==> src/rtl/add_sub_core.sv <==
// -----------------------------------------------------------------------------
// add_sub_core
//
// Multi-cycle IEEE-754 single-precision add/subtract core. The caller supplies
// pre-decoded operands (signs, biased exponents, fractions, magnitude order,
// exponent difference and special-value flags). The core aligns the smaller
// operand one bit per cycle, adds or subtracts the mantissas, and normalises one
// bit per cycle. Rounding is truncation. Denormal inputs are flushed to zero and
// subnormal results are never produced.
//
// Ports
//   clk_i           clock
//   rst_ni          synchronous active-low reset
//   start_i         request, accepted only when idle
//   sub_i           1 = x - y, 0 = x + y
//   x_sign_i/y_sign_i, x_exp_i/y_exp_i, x_frac_i/y_frac_i   operand fields
//   x_greater_i     |x| > |y|
//   exp_shift_i     |x_exp - y_exp|
//   x_infinity_i, y_infinity_i, x_nan_i, y_nan_i            special flags
//   busy_o          high whenever the core is not idle
//   done_o          one-cycle pulse, result_o valid while high
//   result_o        packed result, held until the next result is written
// -----------------------------------------------------------------------------
module add_sub_core (
  input  logic        clk_i,
  input  logic        rst_ni,
  input  logic        start_i,
  input  logic        sub_i,
  input  logic        x_sign_i,
  input  logic        y_sign_i,
  input  logic [7:0]  x_exp_i,
  input  logic [7:0]  y_exp_i,
  input  logic [22:0] x_frac_i,
  input  logic [22:0] y_frac_i,
  input  logic        x_greater_i,
  input  logic [7:0]  exp_shift_i,
  input  logic        x_infinity_i,
  input  logic        y_infinity_i,
  input  logic        x_nan_i,
  input  logic        y_nan_i,
  output logic        busy_o,
  output logic        done_o,
  output logic [31:0] result_o
);

  typedef enum logic [2:0] {
    IDLE  = 3'd0,
    ALIGN = 3'd1,
    ADD   = 3'd2,
    NORM  = 3'd3,
    DONE  = 3'd4
  } state_e;

  localparam logic [31:0] QNAN = 32'h7FC0_0000;

  state_e      state_q, state_d;

  // Datapath registers
  logic        sign_q;       // result sign (sign of the larger operand)
  logic        eff_sub_q;    // effective subtraction
  logic [7:0]  exp_q;        // working exponent
  logic [23:0] l_mant_q;     // larger operand mantissa
  logic [23:0] s_mant_q;     // smaller operand mantissa, shifted during ALIGN
  logic [24:0] sum_q;        // sum / difference being normalised
  logic [7:0]  cnt_q;        // remaining alignment shifts
  logic [31:0] result_q;

  // Accept-time decode
  logic        accept;
  logic        y_sign_eff;
  logic        eff_sub;
  logic        special;
  logic        shift_far;
  logic        shift_zero;
  logic [23:0] x_mant;
  logic [23:0] y_mant;
  logic        l_sign;
  logic [7:0]  l_exp;
  logic [23:0] l_mant;
  logic [23:0] s_mant;
  logic [31:0] special_result;

  // Normalisation decode
  logic        norm_finish;
  logic [31:0] norm_word;

  assign accept     = (state_q == IDLE) && start_i;
  assign y_sign_eff = y_sign_i ^ sub_i;
  assign eff_sub    = x_sign_i ^ y_sign_eff;
  assign special    = x_nan_i | y_nan_i | x_infinity_i | y_infinity_i;
  assign shift_far  = exp_shift_i > 8'd24;
  assign shift_zero = exp_shift_i == 8'd0;

  // Denormal operands are flushed: no hidden bit and a zero fraction.
  assign x_mant = (x_exp_i != 8'd0) ? {1'b1, x_frac_i} : 24'd0;
  assign y_mant = (y_exp_i != 8'd0) ? {1'b1, y_frac_i} : 24'd0;

  assign l_sign = x_greater_i ? x_sign_i : y_sign_eff;
  assign l_exp  = x_greater_i ? x_exp_i  : y_exp_i;
  assign l_mant = x_greater_i ? x_mant   : y_mant;
  assign s_mant = x_greater_i ? y_mant   : x_mant;

  // NOTE: every signal assigned in always_comb gets a default first, so no
  // path through the block can leave it unassigned and infer a latch.
  always_comb begin
    special_result = QNAN;
    if (x_nan_i || y_nan_i) begin
      special_result = QNAN;
    end else if (x_infinity_i && y_infinity_i && eff_sub) begin
      special_result = QNAN;
    end else if (x_infinity_i) begin
      special_result = {x_sign_i, 8'hFF, 23'd0};
    end else begin
      special_result = {y_sign_eff, 8'hFF, 23'd0};
    end
  end

  // One normalisation step, first matching rule wins. A carry into bit 24 that
  // would push the exponent to 255 ends immediately as a signed infinity.
  // The zero rule also covers exponent 0, which only a flushed large operand
  // can produce; that keeps the decrement from wrapping.
  always_comb begin
    norm_finish = 1'b0;
    norm_word   = 32'd0;
    if (sum_q[24]) begin
      norm_finish = exp_q >= 8'd254;
      norm_word   = {sign_q, 8'hFF, 23'd0};
    end else if (sum_q == 25'd0) begin
      norm_finish = 1'b1;
      norm_word   = 32'd0;
    end else if (sum_q[23]) begin
      norm_finish = 1'b1;
      norm_word   = {sign_q, exp_q, sum_q[22:0]};
    end else if (exp_q <= 8'd1) begin
      norm_finish = 1'b1;
      norm_word   = {sign_q, 31'd0};
    end
  end

  // State register
  // NOTE: sequential state is written with non-blocking assignments so every
  // register samples the values from before the clock edge.
  always_ff @(posedge clk_i) begin
    if (!rst_ni) begin
      state_q <= IDLE;
    end else begin
      state_q <= state_d;
    end
  end

  // Next-state logic
  always_comb begin
    state_d = state_q;
    unique case (state_q)
      IDLE: begin
        if (start_i) begin
          if (special) begin
            state_d = DONE;
          end else if (shift_far || shift_zero) begin
            state_d = ADD;
          end else begin
            state_d = ALIGN;
          end
        end
      end
      ALIGN: begin
        // The counter reaches zero on this edge.
        if (cnt_q == 8'd1) begin
          state_d = ADD;
        end
      end
      ADD: begin
        state_d = NORM;
      end
      NORM: begin
        if (norm_finish) begin
          state_d = DONE;
        end
      end
      DONE: begin
        state_d = IDLE;
      end
      default: begin
        state_d = IDLE;
      end
    endcase
  end

  // Datapath
  always_ff @(posedge clk_i) begin
    if (!rst_ni) begin
      sign_q    <= 1'b0;
      eff_sub_q <= 1'b0;
      exp_q     <= 8'd0;
      l_mant_q  <= 24'd0;
      s_mant_q  <= 24'd0;
      sum_q     <= 25'd0;
      cnt_q     <= 8'd0;
      result_q  <= 32'd0;
    end else begin
      unique case (state_q)
        IDLE: begin
          if (accept) begin
            if (special) begin
              result_q <= special_result;
            end else begin
              sign_q    <= l_sign;
              eff_sub_q <= eff_sub;
              exp_q     <= l_exp;
              l_mant_q  <= l_mant;
              s_mant_q  <= shift_far ? 24'd0 : s_mant;
              cnt_q     <= exp_shift_i;
            end
          end
        end
        ALIGN: begin
          // Bits shifted out are discarded: alignment truncates.
          s_mant_q <= s_mant_q >> 1;
          cnt_q    <= cnt_q - 8'd1;
        end
        ADD: begin
          if (eff_sub_q) begin
            sum_q <= {1'b0, l_mant_q} - {1'b0, s_mant_q};
          end else begin
            sum_q <= {1'b0, l_mant_q} + {1'b0, s_mant_q};
          end
        end
        NORM: begin
          if (norm_finish) begin
            result_q <= norm_word;
          end else if (sum_q[24]) begin
            sum_q <= sum_q >> 1;
            exp_q <= exp_q + 8'd1;
          end else begin
            sum_q <= {sum_q[23:0], 1'b0};
            exp_q <= exp_q - 8'd1;
          end
        end
        default: begin
        end
      endcase
    end
  end

  assign busy_o   = (state_q != IDLE);
  assign done_o   = (state_q == DONE);
  assign result_o = result_q;

endmodule

==> config.mk <==
export PLATFORM = sky130hd
export DESIGN_NAME = add_sub_core
export DESIGN_NICKNAME = d
export VERILOG_FILES = /design/src/rtl/add_sub_core.sv
export SDC_FILE = /design/constraint.sdc
export NUM_CORES = 1
export LEC_CHECK = 0
export ABC_CLOCK_PERIOD_IN_PS = 5390
export BUFFER_PORTS_ARGS = -buffer_cell sky130_fd_sc_hd__buf_4
export CORE_MARGIN = 4
export CORE_UTILIZATION = 40
export DETAILED_ROUTE_END_ITERATION = 16
export MAX_ROUTING_LAYER = met4
export SYNTH_ARGS = -nofsm -noshare
export SYNTH_HDL_FRONTEND = slang
export SYNTH_SLANG_ARGS = --single-unit
==> constraint.sdc <==
create_clock -name clk_i -period 5.39 [get_ports clk_i]
set_clock_uncertainty 0.2 [all_clocks]
set_input_delay 1.078 -clock clk_i [delete_from_list [all_inputs] [get_ports clk_i]]
set_output_delay 1.078 -clock clk_i [all_outputs]
set_load 0.02 [all_outputs]
==> metrics.md, run 1 <==
| Metric | Value |
|---|---|
| Outcome | finished clean |
| Rows | 52 |
| Max Slew Vio Count | 0 |
| Clock sink count | 126 |
| DR pass1 iterations | 5 |
| Final Hold Fails | 0 |
| Core ar. | 0.0203 sq mm |
| Switch Pwr | 0.00260 W |
| Commonest non-fill, non-tap cell in the layout | nor2_1 |
| Critical path's slowest cell | or4_4 |
| Routability cong. | 0.906 |
| Filler cells | 2,091 |
| PD cells | 587 mW/mm^2 |
| Share of the synthesized area in the top cell type | 0.305 |
| Clock Path Buffers | 2 |
| Pint | 0.00313 W |
| First DRT Iteration DRCs | 527 |
| EDFF count, synth | 0 |
| Period utilization | 0.795 |
| Clk pwr share | 0.188 |
| Chip Width | 152 microns |
| Post-Place Cells | 1,413 |
| Lkg Pwr | 3.85 nW |
| Largest net degree at the start of global routing | 107 |
| Synth Warn # | 0 |
| Most used cell, CP | nand2_1 |
| First-pass GRT wire length | 38.8 mm |
| I/O pin cnt | 115 |
| Wirelength per Cell | 16.4 microns |
| Min Tclk post-route | 4.28 ns |
| Hold-fix buffer count after cts | 0 |
| DIE HEIGHT | 152 microns |
| Ant diodes | 0 |
| Critical path type | flop to flop |
| Hold Path Stages | 2 |
| H-tree depth | 4 |
| Seq/Total Area, Yosys | 0.305 |
| Synth Cell Area | 0.00828 sq mm |
| Crit. End Element | flop |
| GRT Total Usage | 0.203 |
| IO Port Bufs | 114 |
| Switching Share | 0.454 |
| Via/cell ratio | 5.66 |
| Startpoint Class | flop |
| Synth unique cells | 69 |
| Routed wire length | 23.7 mm |
| Synthesized flop and latch total | 126 |
| Final std cells w/o fill | 1,441 |
| R2R Path Start | s_mant_q[5] |
| Comb pwr share | 0.574 |
| Layout cells sized above 1 | 0.149 |
| Setup violations, final | 0 |
| Die Footprint | 0.0231 sq mm |
| Post-Syn Instances | 1,107 |
| GRT Residual Overflow | 0 |
| Area leader, netlist | dfxtp_1 |
| Final HPWL DP | 17.4 mm |
| Max Cap Viol | 0 |
| Critical Path Sink | sum_q[24] |
| Clock latency on the worst-skew pair | 0.41 ns |
| Residual DRC | 0 |
| Area delta synth->final | 17.8% |
| Clock-pin slew on the worst setup and hold paths | 0.06 ns |
| Post-CTS sizing | 0 |
| Hold/Removal Path Class | flop to flop |
| Final net count | 1,275 |
| CP arrival | 4.39 ns |
| Post-synthesis net count | 1,220 |
| Vias in the first global route | 7,421 |
| CTS Root Cell | clkbuf_16 |
| Sequential Power Share | 0.238 |
| RSZ-0062 raised after global routing | false |
| Crit path depth | 15 |
| Worst R2R Path Depth | 15 |
| Initial Util | 0.408 |
| WP buf/inv | 0 |
| Sequential cell area | 0.00252 sq mm |
| Cells taking the most area after synthesis | dfxtp_1, nor2_1, nand2_1, ha_1, o21ai_0 |
| Antenna violations before repair | 0 |
| CP Cell Sequence | or4_4 -> nor3_4 -> nand2_1 -> nor4_1 -> a21oi_1 -> xnor2_1 -> ha_1 -> a21oi_1 -> nand2_1 -> a2111oi_2 -> o211ai_1 -> nand2_1 -> o21ai_0 -> a21o_1 -> a221o_1 |
| Crit path max fanout | 8 |
| Commonest cells after routing, fill and taps aside | nor2_1, buf_4, dfxtp_1 |
| Peak VDD IR | 0.220 mV |
| Via Count | 8,156 |
| Cell family contributing the most delay on the critical path | simple AND/OR/NAND/NOR gates |
| DRT antenna net count | 0 |
| R2R setup slack | 1.11 ns |
| Syn_area_per_cell | 7.48 sq um |
| Ys async rst share | 0 |
| CTS tree | done |
| Worst Setup SP | s_mant_q[5] |
| Total setup buffers inserted after CTS | 0 |
| Synth Flop Type | dfxtp_1 |
| CTS buffer count | 17 |
| Max stage delay on crit path | 0.58 ns |
| FMAX | 233 MHz |
| CP Data Required Time | 5.49 ns |
| R2R Path End | sum_q[24] |
| Worst Tran Pin Value | 1.09 ns |
| Multi-input gate area | 0.00532 sq mm |
| Final setup TNS | 0 ns |
| Relative slew slack | 0.276 |
[per-layer routing]
| layer | share of wire | up-vias | GRT usage |
|---|---|---|---|
| met5 | 0 | - | - |
| met4 | 0.0088 | 0 | 0.0492 |
| met3 | 0.046 | 15 | 0.0336 |
| met2 | 0.43 | 210 | 0.289 |
| met1 | 0.51 | 3764 | 0.299 |
| li1 | - | 4167 | - |
[cell type report]
class / count / area share
Timing Repair Buffer: 127 / 0.0977
Clock buffer: 22 / 0.0496
Sequential cell: 126 / 0.258
Tap cell: 270 / 0.0346
Clock inverter: 6 / 0.00641
Multi-Input combinational cell: 870 / 0.545
Inverter: 20 / 0.00769
[through the flow]
step | hold slack (ns) | cell area [sq um] | power, W | setup slack [ns] | utilization
after floorplan | 0.232 | 8280 | 0.00381 | 1.50 | -
after global placement | 0.242 | 9210 | 0.00462 | 1.27 | 0.454
after detailed placement | 0.255 | 9210 | 0.00464 | 1.15 | 0.454
after CTS | 0.264 | 9760 | 0.00573 | 1.11 | 0.481
after global routing | 0.283 | 9760 | 0.00619 | 0.692 | 0.481
final | 0.266 | 9760 | 0.00573 | 1.11 | 0.481
[registers in the layout, summed over array words and instances (netlist names)]
| signal | flops |
|---|---|
| cnt_q | 8 |
| result_o | 32 |
| exp_q | 8 |
| s_mant_q | 24 |
| l_mant_q | 24 |
| eff_sub_q | 1 |
| state_q | 3 |
| sign_q | 1 |
| sum_q | 25 |
[Yosys cell counts, types with 4 or more instances]
cell type / count
a211oi_1: 29
a21o_1: 8
a21oi_1: 75
a221oi_1: 24
a22o_1: 23
a311oi_1: 5
a31oi_1: 8
and3_1: 7
buf_1: 5
buf_2: 17
clkbuf_1: 68
dfxtp_1: 126
ha_1: 31
inv_1: 20
mux2i_1: 30
nand2_1: 107
nand2b_1: 13
nand3_1: 67
nand4_1: 6
nor2_1: 130
nor2b_1: 4
nor3_1: 48
nor4_1: 17
o211ai_1: 32
o21ai_0: 76
o21ai_1: 16
o22ai_1: 4
or3_1: 8
xnor2_1: 35
xor2_1: 6
[logic make-up (layout without fill, tap and decap cells)]
kind of cell	count (synthesis)	in the layout	share of synthesized area
AND/OR/NAND/NOR	424	424	0.236
AO/OA/AOI/OAI	340	340	0.273
multiplexers	33	33	0.0403
XOR/XNOR	41	41	0.0434
flip-flops	126	126	0.305
adder cells (fa/ha/maj)	32	32	0.0492
buffers and inverters	111	175	0.0538
[worst min-delay path: cells and delay by family (launching register included)]
| kind | cells | cell delay [ns] |
|---|---|---|
| and+or+nand+nor | 1 | 0.06 |
| DFF | 1 | 0.31 |
| AOI/OAI and AO/OA | 1 | 0.05 |
[power groups by stage]
stage	combinational (W)	sequential (W)	clock, W
floorplan	0.00250	0.00132	0
global placement	0.00325	0.00138	0
detailed placement	0.00325	0.00138	0
CTS	0.00328	0.00136	0.00109
global route	0.00367	0.00140	0.00113
finish	0.00329	0.00136	0.00107
[worst min path at each step]
stage / start / endpoint
after global placement: sign_q / sign_q
final: sign_q / sign_q
after detailed placement: sign_q / sign_q
after global routing: result_o[3] / result_o[3]
after floorplan: sign_q / sign_q
after CTS: sign_q / sign_q
Note: power is estimated with default switching activity, not from simulation.
==> run 2: changes to the inputs <==
--- a/config.mk
+++ b/config.mk
@@ -5,7 +5,8 @@
 export SDC_FILE = /design/constraint.sdc
 export NUM_CORES = 1
 export LEC_CHECK = 0
-export ABC_CLOCK_PERIOD_IN_PS = 5390
+export ABC_AREA = 1
+export ABC_CLOCK_PERIOD_IN_PS = 4200
 export BUFFER_PORTS_ARGS = -buffer_cell sky130_fd_sc_hd__buf_4
 export CORE_MARGIN = 4
 export CORE_UTILIZATION = 40
==> constraint.sdc (replaced) <==
create_clock -name clk_i -period 4.2 [get_ports clk_i]
set_clock_uncertainty 0.2 [all_clocks]
set_input_delay 0.84 -clock clk_i [delete_from_list [all_inputs] [get_ports clk_i]]
set_output_delay 0.84 -clock clk_i [all_outputs]
set_load 0.02 [all_outputs]
==> run 2 against run 1 <==
Compared with the run above:
- sequential cell count unchanged
- count of clock-buffer cells in the layout is 3 lower
- core utilization decreased by 0.94 points
- non-clock buffer count grew 2
- routed wire length grew 31%
- sequential power is 51% higher
- register-to-register slack got worse by 0.28 ns
- sequential share of layout area shrank 4.0 points
- combinational power grew 76%
==> metrics.md, run 2 <==
| Metric | Value |
|---|---|
| Seq/Total Area, Yosys | 0.252 |
| IO Port Bufs | 114 |
| Top-count cell post-synth | nand2_1 |
| Proportion of synthesized area in mux cells | 0.00300 |
| First-pass GRT wire length | 51.0 mm |
| Final net count | 1,908 |
| Period utilization | 0.803 |
| CTS tree | done |
| Pint | 0.00458 W |
| Outcome | finished clean |
| Synth Cell Area | 0.0100 sq mm |
| Critical path type | flop to flop |
| Cells taking the most area after synthesis | dfxtp_1, nand2_1, inv_1, nor2_1, a21oi_1 |
| Max Cap Viol | 0 |
| R2R Path Start | s_mant_q[2] |
| Metal-1 WL | 15.3 mm |
| Ys async rst share | 0 |
| Max Slew Vio Count | 0 |
| Synth Area in XOR/XNOR | 0.0263 |
| Post-synthesis net count | 1,847 |
| Clock latency on the worst-skew pair | 0.43 ns |
| PD cells | 812 mW/mm^2 |
| CP arrival | 3.54 ns |
| Area delta synth->final | 15.2% |
| Rows | 57 |
| Via/cell ratio | 5.06 |
| Commonest non-fill, non-tap cell in the layout | nand2_1 |
| Post-synth top cells | nand2_1, inv_1, nor2_1 |
| Worst Tran Pin Value | 1.09 ns |
| Main combinational cell family by area after synthesis | simple AND/OR/NAND/NOR gates |
| Chip Width | 166 microns |
| Worst Slack Setup Final | 0.829 ns |
| DR pass1 iterations | 5 |
| R2R Path End | sum_q[14] |
| Comb pwr share | 0.617 |
| First DRT Iteration DRCs | 922 |
| EDFF count, synth | 0 |
| Share of the synthesized area in the top cell type | 0.252 |
| CTS buffer count | 17 |
| Worst R2R Path Depth | 18 |
| H-tree depth | 4 |
| Sequential Power Share | 0.220 |
| Total power | 0.00936 W |
| Synth Flop Type | dfxtp_1 |
| Clock Path Buffers | 2 |
| DRT antenna net count | 0 |
| Clk pwr share | 0.163 |
| Layout cells sized above 1 | 0.110 |
| Via Count | 10,796 |
| Syn_area_per_cell | 5.77 sq um |
| Clock sink count | 126 |
| Initial Util | 0.409 |
| Antenna violations before repair | 0 |
| Vias in the first global route | 9,852 |
| Residual DRC | 0 |
| Final setup TNS | 0 ns |
| Max FFs per register | 32 |
| Routability cong. | 0.932 |
| Compound-Gate Fraction of Synth Area | 0.154 |
| Hold Path Stages | 2 |
| Synthesized flop and latch total | 126 |
| FMAX | 297 MHz |
| Largest net degree at the start of global routing | 68 |
| Hold-fix buffer count after cts | 0 |
| Hold/Removal Path Class | flop to flop |
| Clock-pin slew on the worst setup and hold paths | 0.06 ns |
| RSZ-0062 raised after global routing | false |
| Routed wire length | 31.0 mm |
| Simple-Gate Fraction of Synth Area | 0.376 |
| Peak VDD IR | 0.323 mV |
| Relative slew slack | 0.271 |
| Switch Pwr | 0.00478 W |
| Min Tclk post-route | 3.37 ns |
| Synth unique cells | 42 |
| Die Footprint | 0.0276 sq mm |
| GRT Total Usage | 0.227 |
| CP Data Required Time | 4.37 ns |
| Synthesized-area fraction occupied by adder cells | 0.0408 |
| Final HPWL DP | 23.0 mm |
| Post-CTS sizing | 0 |
| DIE HEIGHT | 166 microns |
| CTS Root Cell | clkbuf_16 |
| Crit path max fanout | 5 |
| R2R setup slack | 0.83 ns |
| Startpoint Class | flop |
| Switching Share | 0.511 |
| Wirelength per Cell | 14.5 microns |
| Synth Warn # | 0 |
| Top layer in use | met4 |
| Met3 wire length | 1.58 mm |
| I/O pin cnt | 115 |
| Area leader, netlist | dfxtp_1 |
| Core ar. | 0.0245 sq mm |
| GRT Residual Overflow | 0 |
| Hold EP | sign_q |
| Final Hold Fails | 0 |
| Commonest cells after routing, fill and taps aside | nand2_1, inv_1, nor2_1 |
| Lkg Pwr | 6.18 nW |
| Crit. End Element | flop |
| Ant diodes | 0 |
| Met2 wire length | 13.6 mm |
| Post-Syn Instances | 1,734 |
| Setup violations, final | 0 |
| Hold_sp | sign_q |
| Dpl ws | 0.918 ns |
| Total setup buffers inserted after CTS | 0 |
## run 2: cell count changes after synthesis, sizes merged, moves of 25 or more
cell | previous run | this run
inv | 20 | 274
a211oi | 30 | 5
nor3 | 49 | 7
nand3 | 67 | 102
mux2i | 30 | 3
nand4 | 6 | 45
nor2 | 131 | 211
nand2 | 107 | 533
a21oi | 76 | 102
## run 2: power groups by stage
stage / logic (W) / clock network (W) / registers [W]
6_report: 0.00578 / 0.00152 / 0.00206
5_1_grt: 0.00657 / 0.00160 / 0.00213
4_1_cts: 0.00575 / 0.00155 / 0.00205
3_5_place_dp: 0.00570 / 0 / 0.00207
3_3_place_gp: 0.00567 / 0 / 0.00207
2_1_floorplan: 0.00407 / 0 / 0.00213
## run 2: cell type report
type | count | area, sq um
clock buffer | 19 | 443
clock inverter | 13 | 150
fill | 2639 | 12900
inverter | 276 | 1040
multi-input combinational | 1245 | 6000
sequential | 126 | 2520
tap | 324 | 405
timing repair buffer | 129 | 968
## run 2: worst max path at each step
stage	from	end	slack, ns
finish	s_mant_q[2]	sum_q[14]	0.83
global route	s_mant_q[1]	sum_q[12]	0.57
CTS	s_mant_q[2]	sum_q[14]	0.90
detailed placement	s_mant_q[2]	sum_q[14]	0.92
global placement	s_mant_q[2]	sum_q[14]	0.96
floorplan	s_mant_q[9]	sum_q[22]	1.57
## run 2: cells by family (layout without fill, tap and decap cells)
family,count (synthesis),after routing
buf+inv,363,437
simple gates,910,910
flops,126,126
compound gates,270,270
xor+xnor,30,30
mux,3,3
fa+ha+maj,32,32
## run 2: metal layers
layer  track usage  vias up
met2         0.349      299
li1              -     5590
met1         0.314     4871
met3        0.0340       36
met5             -        -
met4        0.0563        0
## run 2: metrics by stage
stage	hold WS, ns	instance area (sq um)	cells	utilization
after floorplan	0.241	10000	1734	-
after CTS	0.277	11500	2132	0.471
after global placement	0.259	10900	2100	0.447
final	0.281	11500	2132	0.471
after detailed placement	0.263	10900	2100	0.447
after global routing	0.319	11500	2132	0.471
## run 2: critical path, stage by stage (launching register included)
cell and delay [ns]:
dfxtp_1 0.35, inv_2 0.07, nand3_1 0.10, nor2_1 0.15, inv_1 0.10, nor3_2 0.25, nand2_1 0.12, nand2_1 0.11
xor2_1 0.18, ha_1 0.33, nand2_1 0.16, inv_1 0.05, a21oi_1 0.20, nand2_1 0.13, inv_1 0.09, nand3_1 0.08
a21oi_1 0.43, nor2_1 0.10, nor2_1 0.10
